`config.mk`:
```
export PLATFORM = sky130hd
export DESIGN_NAME = config_button_control
export DESIGN_NICKNAME = d
export VERILOG_FILES = /design/src/rtl/config_button_control_pkg.sv /design/src/rtl/config_button_control_debounce_btn.sv /design/src/rtl/config_button_control.sv
export SDC_FILE = /design/constraint.sdc
export NUM_CORES = 1
export LEC_CHECK = 0
export BUFFER_PORTS_ARGS = -buffer_cell sky130_fd_sc_hd__buf_4
export CAP_MARGIN = 20
export CORE_MARGIN = 8
export CORE_UTILIZATION = 35
export DETAILED_ROUTE_END_ITERATION = 8
export HOLD_SLACK_MARGIN = 0.05
export REMOVE_ABC_BUFFERS = 1
export SLEW_MARGIN = 20
export SYNTH_ARGS = -nofsm -noshare
export SYNTH_HDL_FRONTEND = slang
export SYNTH_HIERARCHICAL = 1
export SYNTH_SLANG_ARGS = --single-unit
export TNS_END_PERCENT = 5
```
`constraint.sdc`:
```
create_clock -name clk -period 2.5 [get_ports clk]
set_input_delay 0.125 -clock clk [delete_from_list [all_inputs] [get_ports clk]]
set_output_delay 0.125 -clock clk [all_outputs]
set_load 0.01 [all_outputs]
```
`src/rtl/config_button_control_pkg.sv`:
```
// Shared constants for the configuration button controller.
// Holds the FSM state encoding and the field codes so that the
// downstream field counters compare against exactly the same values.
package config_button_control_pkg;

    typedef enum logic [0:0] {
        ST_IDLE   = 1'b0,
        ST_CONFIG = 1'b1
    } state_t;

    // Field codes driven on en_count. 0 means no field selected.
    typedef logic [3:0] field_t;

    localparam field_t FIELD_NONE   = 4'd0;
    localparam field_t FIELD_HOUR   = 4'd1;
    localparam field_t FIELD_MINUTE = 4'd2;
    localparam field_t FIELD_SECOND = 4'd3;
    localparam field_t FIELD_YEAR   = 4'd4;
    localparam field_t FIELD_MONTH  = 4'd5;
    localparam field_t FIELD_DAY    = 4'd6;

    // Bit positions of the buttons inside the internal button vectors.
    localparam int BTN_CONFIG = 0;
    localparam int BTN_RIGHT  = 1;
    localparam int BTN_LEFT   = 2;
    localparam int BTN_UP     = 3;
    localparam int BTN_DOWN   = 4;
    localparam int NUM_BTNS   = 5;

endpackage

```
`src/rtl/config_button_control_debounce_btn.sv`:
```
// debounce_btn: conditions one raw pushbutton.
//   - 2-flop synchronizer on the raw input
//   - stability counter: the debounced level follows the synchronized
//     input only after it has differed for DEB_CYCLES consecutive cycles;
//     any reversion clears the counter
//   - registered one-cycle rising-edge pulse, high the cycle after the
//     debounced level goes 0->1
// Ports:
//   clk, reset : clock, asynchronous active-high reset
//   btn_raw    : raw (asynchronous) button input
//   level      : debounced button level
//   rise       : one-cycle pulse on a debounced 0->1 transition
module debounce_btn #(
    parameter int DEB_CYCLES = 1000000
) (
    input  logic clk,
    input  logic reset,
    input  logic btn_raw,
    output logic level,
    output logic rise
);

    localparam int CNT_W = (DEB_CYCLES > 1) ? $clog2(DEB_CYCLES + 1) : 1;
    localparam logic [CNT_W-1:0] CNT_LAST = CNT_W'(DEB_CYCLES - 1);

    logic             sync1_q, sync1_d;
    logic             sync2_q, sync2_d;
    logic [CNT_W-1:0] cnt_q, cnt_d;
    logic             level_q, level_d;
    logic             prev_q, prev_d;
    logic             rise_q, rise_d;

    always_comb begin
        sync1_d = btn_raw;
        sync2_d = sync1_q;
        level_d = level_q;
        cnt_d   = '0;
        if (sync2_q != level_q) begin
            // This cycle is the DEB_CYCLES-th consecutive differing one.
            if (cnt_q == CNT_LAST) begin
                level_d = sync2_q;
                cnt_d   = '0;
            end else begin
                cnt_d = cnt_q + 1'b1;
            end
        end
        prev_d = level_q;
        rise_d = level_q & ~prev_q;
    end

    always_ff @(posedge clk or posedge reset) begin
        if (reset) begin
            sync1_q <= 1'b0;
            sync2_q <= 1'b0;
            cnt_q   <= '0;
            level_q <= 1'b0;
            prev_q  <= 1'b0;
            rise_q  <= 1'b0;
        end else begin
            sync1_q <= sync1_d;
            sync2_q <= sync2_d;
            cnt_q   <= cnt_d;
            level_q <= level_d;
            prev_q  <= prev_d;
            rise_q  <= rise_d;
        end
    end

    assign level = level_q;
    assign rise  = rise_q;

endmodule

```
`src/rtl/config_button_control.sv`:
```
// config_button_control: front-panel controller for clock/date editing.
// Five debounced buttons drive a two-state FSM (IDLE / CONFIG). In CONFIG
// the right/left buttons walk the selected field (1..NUM_FIELDS, wrapping)
// and the up/down buttons are passed on as held levels to the field
// counters, which sample them on a slow strobe.
// Ports:
//   clk, reset      : clock, asynchronous active-high reset
//   btn_config      : raw button, toggles configuration mode
//   btn_right/left  : raw buttons, next/previous field
//   btn_up/down     : raw buttons, increment/decrement selected field
//   en_count        : selected field code (0 in IDLE), registered
//   enUP / enDOWN   : increment / decrement request levels, registered
//   config_mode     : high while in CONFIG
//   dbg_state       : current FSM state
module config_button_control
    import config_button_control_pkg::*;
#(
    parameter int DEB_CYCLES = 1000000,
    parameter int NUM_FIELDS = 6   // legal range 1..15 (4-bit field code)
) (
    input  logic       clk,
    input  logic       reset,
    input  logic       btn_config,
    input  logic       btn_right,
    input  logic       btn_left,
    input  logic       btn_up,
    input  logic       btn_down,
    output logic [3:0] en_count,
    output logic       enUP,
    output logic       enDOWN,
    output logic       config_mode,
    output state_t     dbg_state
);

    localparam field_t LAST_FIELD = field_t'(NUM_FIELDS);

    logic [NUM_BTNS-1:0] btn_raw;
    logic [NUM_BTNS-1:0] btn_level;
    logic [NUM_BTNS-1:0] btn_rise;

    assign btn_raw = {btn_down, btn_up, btn_left, btn_right, btn_config};

    for (genvar i = 0; i < NUM_BTNS; i++) begin : g_deb
        debounce_btn #(
            .DEB_CYCLES(DEB_CYCLES)
        ) u_debounce_btn (
            .clk    (clk),
            .reset  (reset),
            .btn_raw(btn_raw[i]),
            .level  (btn_level[i]),
            .rise   (btn_rise[i])
        );
    end

    // Navigation buttons act on edges only; up/down act on levels only.
    logic unused;
    assign unused = ^{btn_level[BTN_LEFT:BTN_CONFIG], btn_rise[BTN_DOWN:BTN_UP]};

    state_t state_q, state_d;
    field_t field_q, field_d;
    field_t en_count_q, en_count_d;
    logic   en_up_q, en_up_d;
    logic   en_down_q, en_down_d;

    logic cfg_edge, right_edge, left_edge, up_lvl, down_lvl;
    assign cfg_edge   = btn_rise[BTN_CONFIG];
    assign right_edge = btn_rise[BTN_RIGHT];
    assign left_edge  = btn_rise[BTN_LEFT];
    assign up_lvl     = btn_level[BTN_UP];
    assign down_lvl   = btn_level[BTN_DOWN];

    always_comb begin
        state_d = state_q;
        field_d = field_q;
        case (state_q)
            ST_IDLE: begin
                if (cfg_edge) begin
                    state_d = ST_CONFIG;
                    field_d = FIELD_HOUR;
                end
            end
            ST_CONFIG: begin
                // A config edge wins over any simultaneous navigation edge;
                // right+left together cancel out.
                if (cfg_edge) begin
                    state_d = ST_IDLE;
                end else if (right_edge && !left_edge) begin
                    field_d = (field_q >= LAST_FIELD) ? FIELD_HOUR : field_q + 4'd1;
                end else if (left_edge && !right_edge) begin
                    field_d = (field_q <= FIELD_HOUR) ? LAST_FIELD : field_q - 4'd1;
                end
            end
            default: begin
                state_d = ST_IDLE;
            end
        endcase

        // Outputs are registered from the next state so they line up with
        // config_mode, one cycle after the causing edge pulse.
        en_count_d = (state_d == ST_CONFIG) ? field_d : FIELD_NONE;
        en_up_d    = (state_d == ST_CONFIG) && up_lvl && !down_lvl;
        en_down_d  = (state_d == ST_CONFIG) && down_lvl && !up_lvl;
    end

    always_ff @(posedge clk or posedge reset) begin
        if (reset) begin
            state_q    <= ST_IDLE;
            field_q    <= FIELD_HOUR;
            en_count_q <= FIELD_NONE;
            en_up_q    <= 1'b0;
            en_down_q  <= 1'b0;
        end else begin
            state_q    <= state_d;
            field_q    <= field_d;
            en_count_q <= en_count_d;
            en_up_q    <= en_up_d;
            en_down_q  <= en_down_d;
        end
    end

    assign en_count    = en_count_q;
    assign enUP        = en_up_q;
    assign enDOWN      = en_down_q;
    assign config_mode = (state_q == ST_CONFIG);
    assign dbg_state   = state_q;

endmodule

```
## Word-level counts from Yosys, hierarchy flattened

Cells that the tools add are included.
Widths: inputs -> output; s select.

- $add $sub $neg: 7
- Mux-type cells: 21
- Eq/ne operators: 10
- $lt $le $gt $ge: 2
- Bitwise logic cells: 7
- Divide/modulo/power cells: 0
- Reduce and logical (&&, ||, !) cells: 15
- Multipliers: 0
- Shifts and indexed selects: 0

Operators with widths:

| cell | number |
|---|---|
| $mux 20 | 10 |
| $add 20x1->20 const B | 5 |
| $eq 20x20->1 const B | 5 |
| $mux 4 | 7 |
| $reduce_and 2->1 | 5 |
| $pmux 4 s2 | 1 |
| $logic_and 1x1->1 | 6 |
| $ne 1x1->1 | 5 |
| $add 4x1->4 const B | 1 |
| $ge 4x3->1 const B | 1 |
| $le 4x1->1 const B | 1 |
| $logic_not 1->1 | 4 |
| $not 1->1 | 4 |
| $sub 4x1->4 const B | 1 |
| $and 1x1->1 | 3 |
| $mux 1 | 2 |
| $pmux 1 s2 | 1 |

- Register bits after elaboration: 132
- Bits in writable memories: 0
- Memories: 0
- Input port bits: 7
- Latch bits: 0
- Logic and storage cells: 93
- Memory bits (read-only): 0
- Output and inout bits: 8

## Longest topological paths before layout

- Word-level depth: 7
- Gate-level depth with buffers: 7
- Depth with buffers taken out: 6

## Hierarchy

The synthesis kept the hierarchy.

Modules (own cells, without submodules):

| module | instances | area each (um^2) | seq. area each (um^2) | cells each |
|---|---|---|---|---|
| debounce_btn | 5 | 1168.6 | 625.6 | 114 |
| config_button_control | 1 | 693.2 | 276.5 | 70 |

## Least setup slack after synthesis

OpenSTA, ideal clock, no wires.

- Kind: register -> register
- From: register g_deb[0].u_debounce_btn.cnt_q[12]
- To: register g_deb[0].u_debounce_btn.cnt_q[10]
- Arrival time: 1858 ps
- Setup time: 119 ps
- Path buffers: 1
- Period minus slack after synthesis: 1977 ps
- Stages on the path, launching flop included: 6
- Setup slack: 523 ps
- Required time: 2381 ps
- Cell sequence: dfrtp_1 -> or4_1 -> or4_4 -> o21ai_4 -> buf_6 -> nor2_1

- Cells in the longest elaborated chain, start to end: 3

RTL lines:

| what | line | text |
|---|---|---|
| start: declaration | config_button_control_debounce_btn.sv:28 | `logic [CNT_W-1:0] cnt_q, cnt_d;` |
| start signal: assignment | config_button_control_debounce_btn.sv:62 | `cnt_q <= cnt_d;` |
| $eq 20x20->1 | config_button_control_debounce_btn.sv:40 | `if (cnt_q == CNT_LAST) begin` |
| $mux 20 | config_button_control_debounce_btn.sv:40 |  |
| $mux 20 | config_button_control_debounce_btn.sv:38 | `if (sync2_q != level_q) begin` |
| via g_deb[0].u_debounce_btn.cnt_d[10] | config_button_control_debounce_btn.sv:28 |  |

The timed path passes the listed nets, and every way through them passes these cells.
A chain may end at the register's enable or synchronous reset.

## Worst setup path in the final report

- From: register g_deb[3].u_debounce_btn.cnt_q[12]
- To: register g_deb[3].u_debounce_btn.cnt_q[3]

- Cells in the longest elaborated chain, start to end: 3

RTL lines:

| what | line |
|---|---|
| start: declaration | config_button_control_debounce_btn.sv:28 |
| start signal: assignment | config_button_control_debounce_btn.sv:62 |
| $eq 20x20->1 | config_button_control_debounce_btn.sv:40 |
| $mux 20 | config_button_control_debounce_btn.sv:40 |
| $mux 20 | config_button_control_debounce_btn.sv:38 |
| via g_deb[3].u_debounce_btn.cnt_d[3] | config_button_control_debounce_btn.sv:28 |

The timed path passes the listed nets, and every way through them passes these cells.

==> impl_metrics.sql <==
INSERT INTO impl_metrics (metric_group, metric, value, unit) VALUES
('cts', 'cts_max_path_buffers', '2', ''),
('critical_path', 'timing.critical_path.from_type', 'flip-flop', ''),
('logic_synthesis', 'synth_area_per_cell', '10.1', 'sq um'),
('pwr', 'cellPowerDensity', '651', 'mW/mm^2'),
('drt', 'drtAntennaViolNets', '0', ''),
('drt', 'route.top_layer_used', 'met4', ''),
('logic_synthesis', 'post_synth_instance_area', '0.00642', 'sq mm'),
('drt', 'drt-initial-drc-count', '235', ''),
('global_routing', 'first_global_vias', '4639', ''),
('global_routing', 'total_routing_resource_utilization_after_global_routing', '11.7', '%'),
('placed_design', 'io_buffers', '14', ''),
('cts', 'clkSlewWorstSetupHoldPaths', '60', 'ps'),
('pwr', 'vdd.ir_drop.worst', '0.000562', 'V'),
('sta', 'worst_pin_slew', '924', 'ps'),
('critical_path', 'critPathMaxStageDelay', '540', 'ps'),
('sta', 'max_slew_margin', '38.3', '%'),
('cts', 'clk_latency', '410', 'ps'),
('placed_design', 'place_hpwl', '8120', 'um'),
('global_routing', 'grt_overflow_total', '0', ''),
('logic_synthesis', 'synth_warnings', '6', ''),
('floorplanning', 'chip_height', '151', 'um'),
('critical_path', 'regToRegStartpoint', 'g_deb[3].u_debounce_btn/cnt_q[12]$_DFF_PP0_', ''),
('drt', 'first_pass_iters', '4', ''),
('global_routing', 'grt_pass1_wl', '21700', 'um'),
('sta', 'clock.fmax', '460', 'MHz'),
('cts', 'ctsRootBufferMaster', 'sky130_fd_sc_hd__clkbuf_16', ''),
('critical_path', 'crit_family', 'simple AND/OR/NAND/NOR gates', ''),
('sta', 'worst_clock_skew', '6.40', 'ps'),
('sta', 'maxSlewViolCount', '0', ''),
('drt', 'detail_route.wirelength.met1', '5710', 'um'),
('logic_synthesis', 'syn_inst', '634', ''),
('sta', 'hold_viol', '0', ''),
('sta', 'rsz0062_at_grt', 'false', ''),
('global_routing', 'antenna_found_initial', '0', ''),
('final_layout', 'antenna_cells_inserted', '0', ''),
('critical_path', 'critical_path_arrival', '2450', 'ps'),
('drt', 'num_vias', '4524', ''),
('cts', 'cts.htree.levels', '4', ''),
('critical_path', 'worstSetupPathType', 'reg -> reg', ''),
('cts', 'post_cts_hold_buffers', '6', ''),
('drt', 'met2_length', '5760', 'um'),
('cts', 'clock_tree_from_tritoncts', 'built', ''),
('sta', 'fin_tns_setup', '0', 'ps'),
('final_layout', 'finalNetCount', '682', ''),
('cts', 'cts.sink_count', '132', ''),
('job', 'timing.max_cap.violations', '0', ''),
('critical_path', 'endpoint_kind', 'flip-flop', ''),
('critical_path', 'critical_path.cell_chain', 'or4_1 -> or4_4 -> o21ai_4 -> nor2_1', ''),
('critical_path', 'critPathRequiredTime', '2780', 'ps'),
('floorplanning', 'die_span_in_x', '151', 'um'),
('cts', 'cts.repair.resized', '0', ''),
('sta', 'period_needed', '2170', 'ps'),
('floorplanning', 'rows', '49', ''),
('critical_path', 'critical_path_cell_with_the_highest_stage_delay', 'sky130_fd_sc_hd__or4_1', ''),
('drt', 'detail_route.vias_per_cell', '4.98', ''),
('critical_path', 'cp-startpoint', 'g_deb[3].u_debounce_btn/cnt_q[12]$_DFF_PP0_', ''),
('floorplanning', 'io_pins', '15', ''),
('cts', 'cts_inserted_buffers', '17', ''),
('final_layout', 'layout-drive-gt1-share', '13.0', '%'),
('sta', 'finalSetupViolations', '0', ''),
('floorplanning', 'core-area', '0.0180', 'sq mm'),
('critical_path', 'crit_fanout', '19', ''),
('critical_path', 'worst-path-buf-inv', '0', ''),
('pwr', 'power.static_leakage', '2.97', 'nW'),
('global_routing', 'grt_start_max_net_pins', '26', ''),
('sta', 'finalCritPeriodShare', '86.9', '%'),
('placed_design', 'gpl.final_weighted_congestion', '0.819', ''),
('drt', 'met3WireLength', '451', 'um'),
('drt', 'drt-wirelength-per-cell', '13.2', 'um'),
('drt', 'wl', '12000', 'um'),
('floorplanning', 'initial_core_util', '35.8', '%'),
('cts', 'setup_bufs_post_cts', '0', ''),
('floorplanning', 'design.die.area', '0.0229', 'sq mm'),
('sta', 'hold_ws', '304', 'ps'),
('final_layout', 'synthToLayoutAreaGrowth', '16.2', '%'),
('min_path', 'hold_class', 'in -> async', ''),
('outcome', 'run_status', 'completed', ''),
('drt', 'route.detailed.drc', '0', '');
==> registers in the layout, summed over array words and instances, names as in the netlist <==
name / count
g_deb.u_debounce_btn/sync2_q: 5
en_count: 4
g_deb.u_debounce_btn/rise: 3
g_deb.u_debounce_btn/prev_q: 3
enUP: 1
g_deb.u_debounce_btn/level: 5
g_deb.u_debounce_btn/cnt_q: 100
g_deb.u_debounce_btn/sync1_q: 5
field_q: 4
config_mode: 1
enDOWN: 1
==> path summary, 6_finish.rpt <==
kind / to / slack [ps] / depth (start not counted)
worst min register to register: g_deb[1].u_debounce_btn/sync2_q$_DFF_PP0_ / 350 / 0
max in group asynchronous: g_deb[2].u_debounce_btn/cnt_q[7]$_DFF_PP0_ / 1410 / 3
worst max register to register: g_deb[3].u_debounce_btn/cnt_q[3]$_DFF_PP0_ / 330 / 4
worst max-delay path: g_deb[3].u_debounce_btn/cnt_q[3]$_DFF_PP0_ / 330 / 4
worst min-delay path: en_count[2]$_DFF_PP0_ / 300 / 3
min in group clk: g_deb[1].u_debounce_btn/sync2_q$_DFF_PP0_ / 350 / 0
==> where the power goes <==
part / internal (W) / leakage (nW) / total, W / switching, W
Sequential: 0.00217 / 1.81 / 0.00219 / 0.0000237
Clock: 0.00165 / 0.298 / 0.00254 / 0.000885
Combinational: 0.0000410 / 0.871 / 0.000130 / 0.0000895
==> layout by cell type, fill, tap and decap left out, types with 5 or more instances in the layout <==
master and n:
sky130_fd_sc_hd__dfrtp_1 131, sky130_fd_sc_hd__nor2_1 114, sky130_fd_sc_hd__xnor2_1 69, sky130_fd_sc_hd__inv_1 45, sky130_fd_sc_hd__nand3_1 30, sky130_fd_sc_hd__nor4_1 26
sky130_fd_sc_hd__nand4_1 25, sky130_fd_sc_hd__nor3_1 22, sky130_fd_sc_hd__nand2_1 20, sky130_fd_sc_hd__buf_4 20, sky130_fd_sc_hd__clkbuf_16 17, sky130_fd_sc_hd__xor2_1 15
sky130_fd_sc_hd__or4_1 13, sky130_fd_sc_hd__a21oi_1 12, sky130_fd_sc_hd__ha_1 9, sky130_fd_sc_hd__o21ai_0 8, sky130_fd_sc_hd__nor3b_1 7, sky130_fd_sc_hd__clkbuf_8 7
sky130_fd_sc_hd__or2_2 6, sky130_fd_sc_hd__dlygate4sd3_1 6, sky130_fd_sc_hd__nor2b_1 5, sky130_fd_sc_hd__a31o_2 5, sky130_fd_sc_hd__nand3b_1 5, sky130_fd_sc_hd__or4b_1 5
sky130_fd_sc_hd__or4_4 5, sky130_fd_sc_hd__o21ai_4 5, sky130_fd_sc_hd__or3_1 5, sky130_fd_sc_hd__and3_1 5, sky130_fd_sc_hd__o221a_2 5, sky130_fd_sc_hd__mux2_2 5
==> cell type report <==
type                       instances  area, sq um
clock inverter                     7         92.6
fill                            1654        10500
sequential                       132         3300
clock buffer                      25          526
multi-input combinational        442         2840
tap                              229          287
timing repair buffer              27          238
inverter                          46          173
==> through the flow <==
| stage | instances | setup WS (ps) | power, W | area [sq um] | util (%) |
|---|---|---|---|---|---|
| 4_1_cts | 907 | 298 | 0.00494 | 7430 | 41.4 |
| 2_1_floorplan | 620 | 523 | 0.00231 | 6320 | - |
| 6_report | 908 | 327 | 0.00486 | 7460 | 41.5 |
| 5_1_grt | 908 | 177 | 0.00506 | 7460 | 41.5 |
| 3_5_place_dp | 869 | 304 | 0.00235 | 6760 | 37.6 |
| 3_3_place_gp | 869 | 342 | 0.00234 | 6760 | 37.6 |
==> worst register-to-register path: cells and delay by family (launching register included) <==
kind             cells  cell delay, ps
AND/OR/NAND/NOR      3            1190
AO/OA/AOI/OAI        1             430
flip-flops           1             420
==> metal layers <==
layer  up-vias  track usage, %
li1       2251               -
met1      2212            14.5
met2        56            18.8
met3         5            3.86
met4         0            4.11
met5         -               0
No activity file was read; power rests on OpenSTA's default activity.
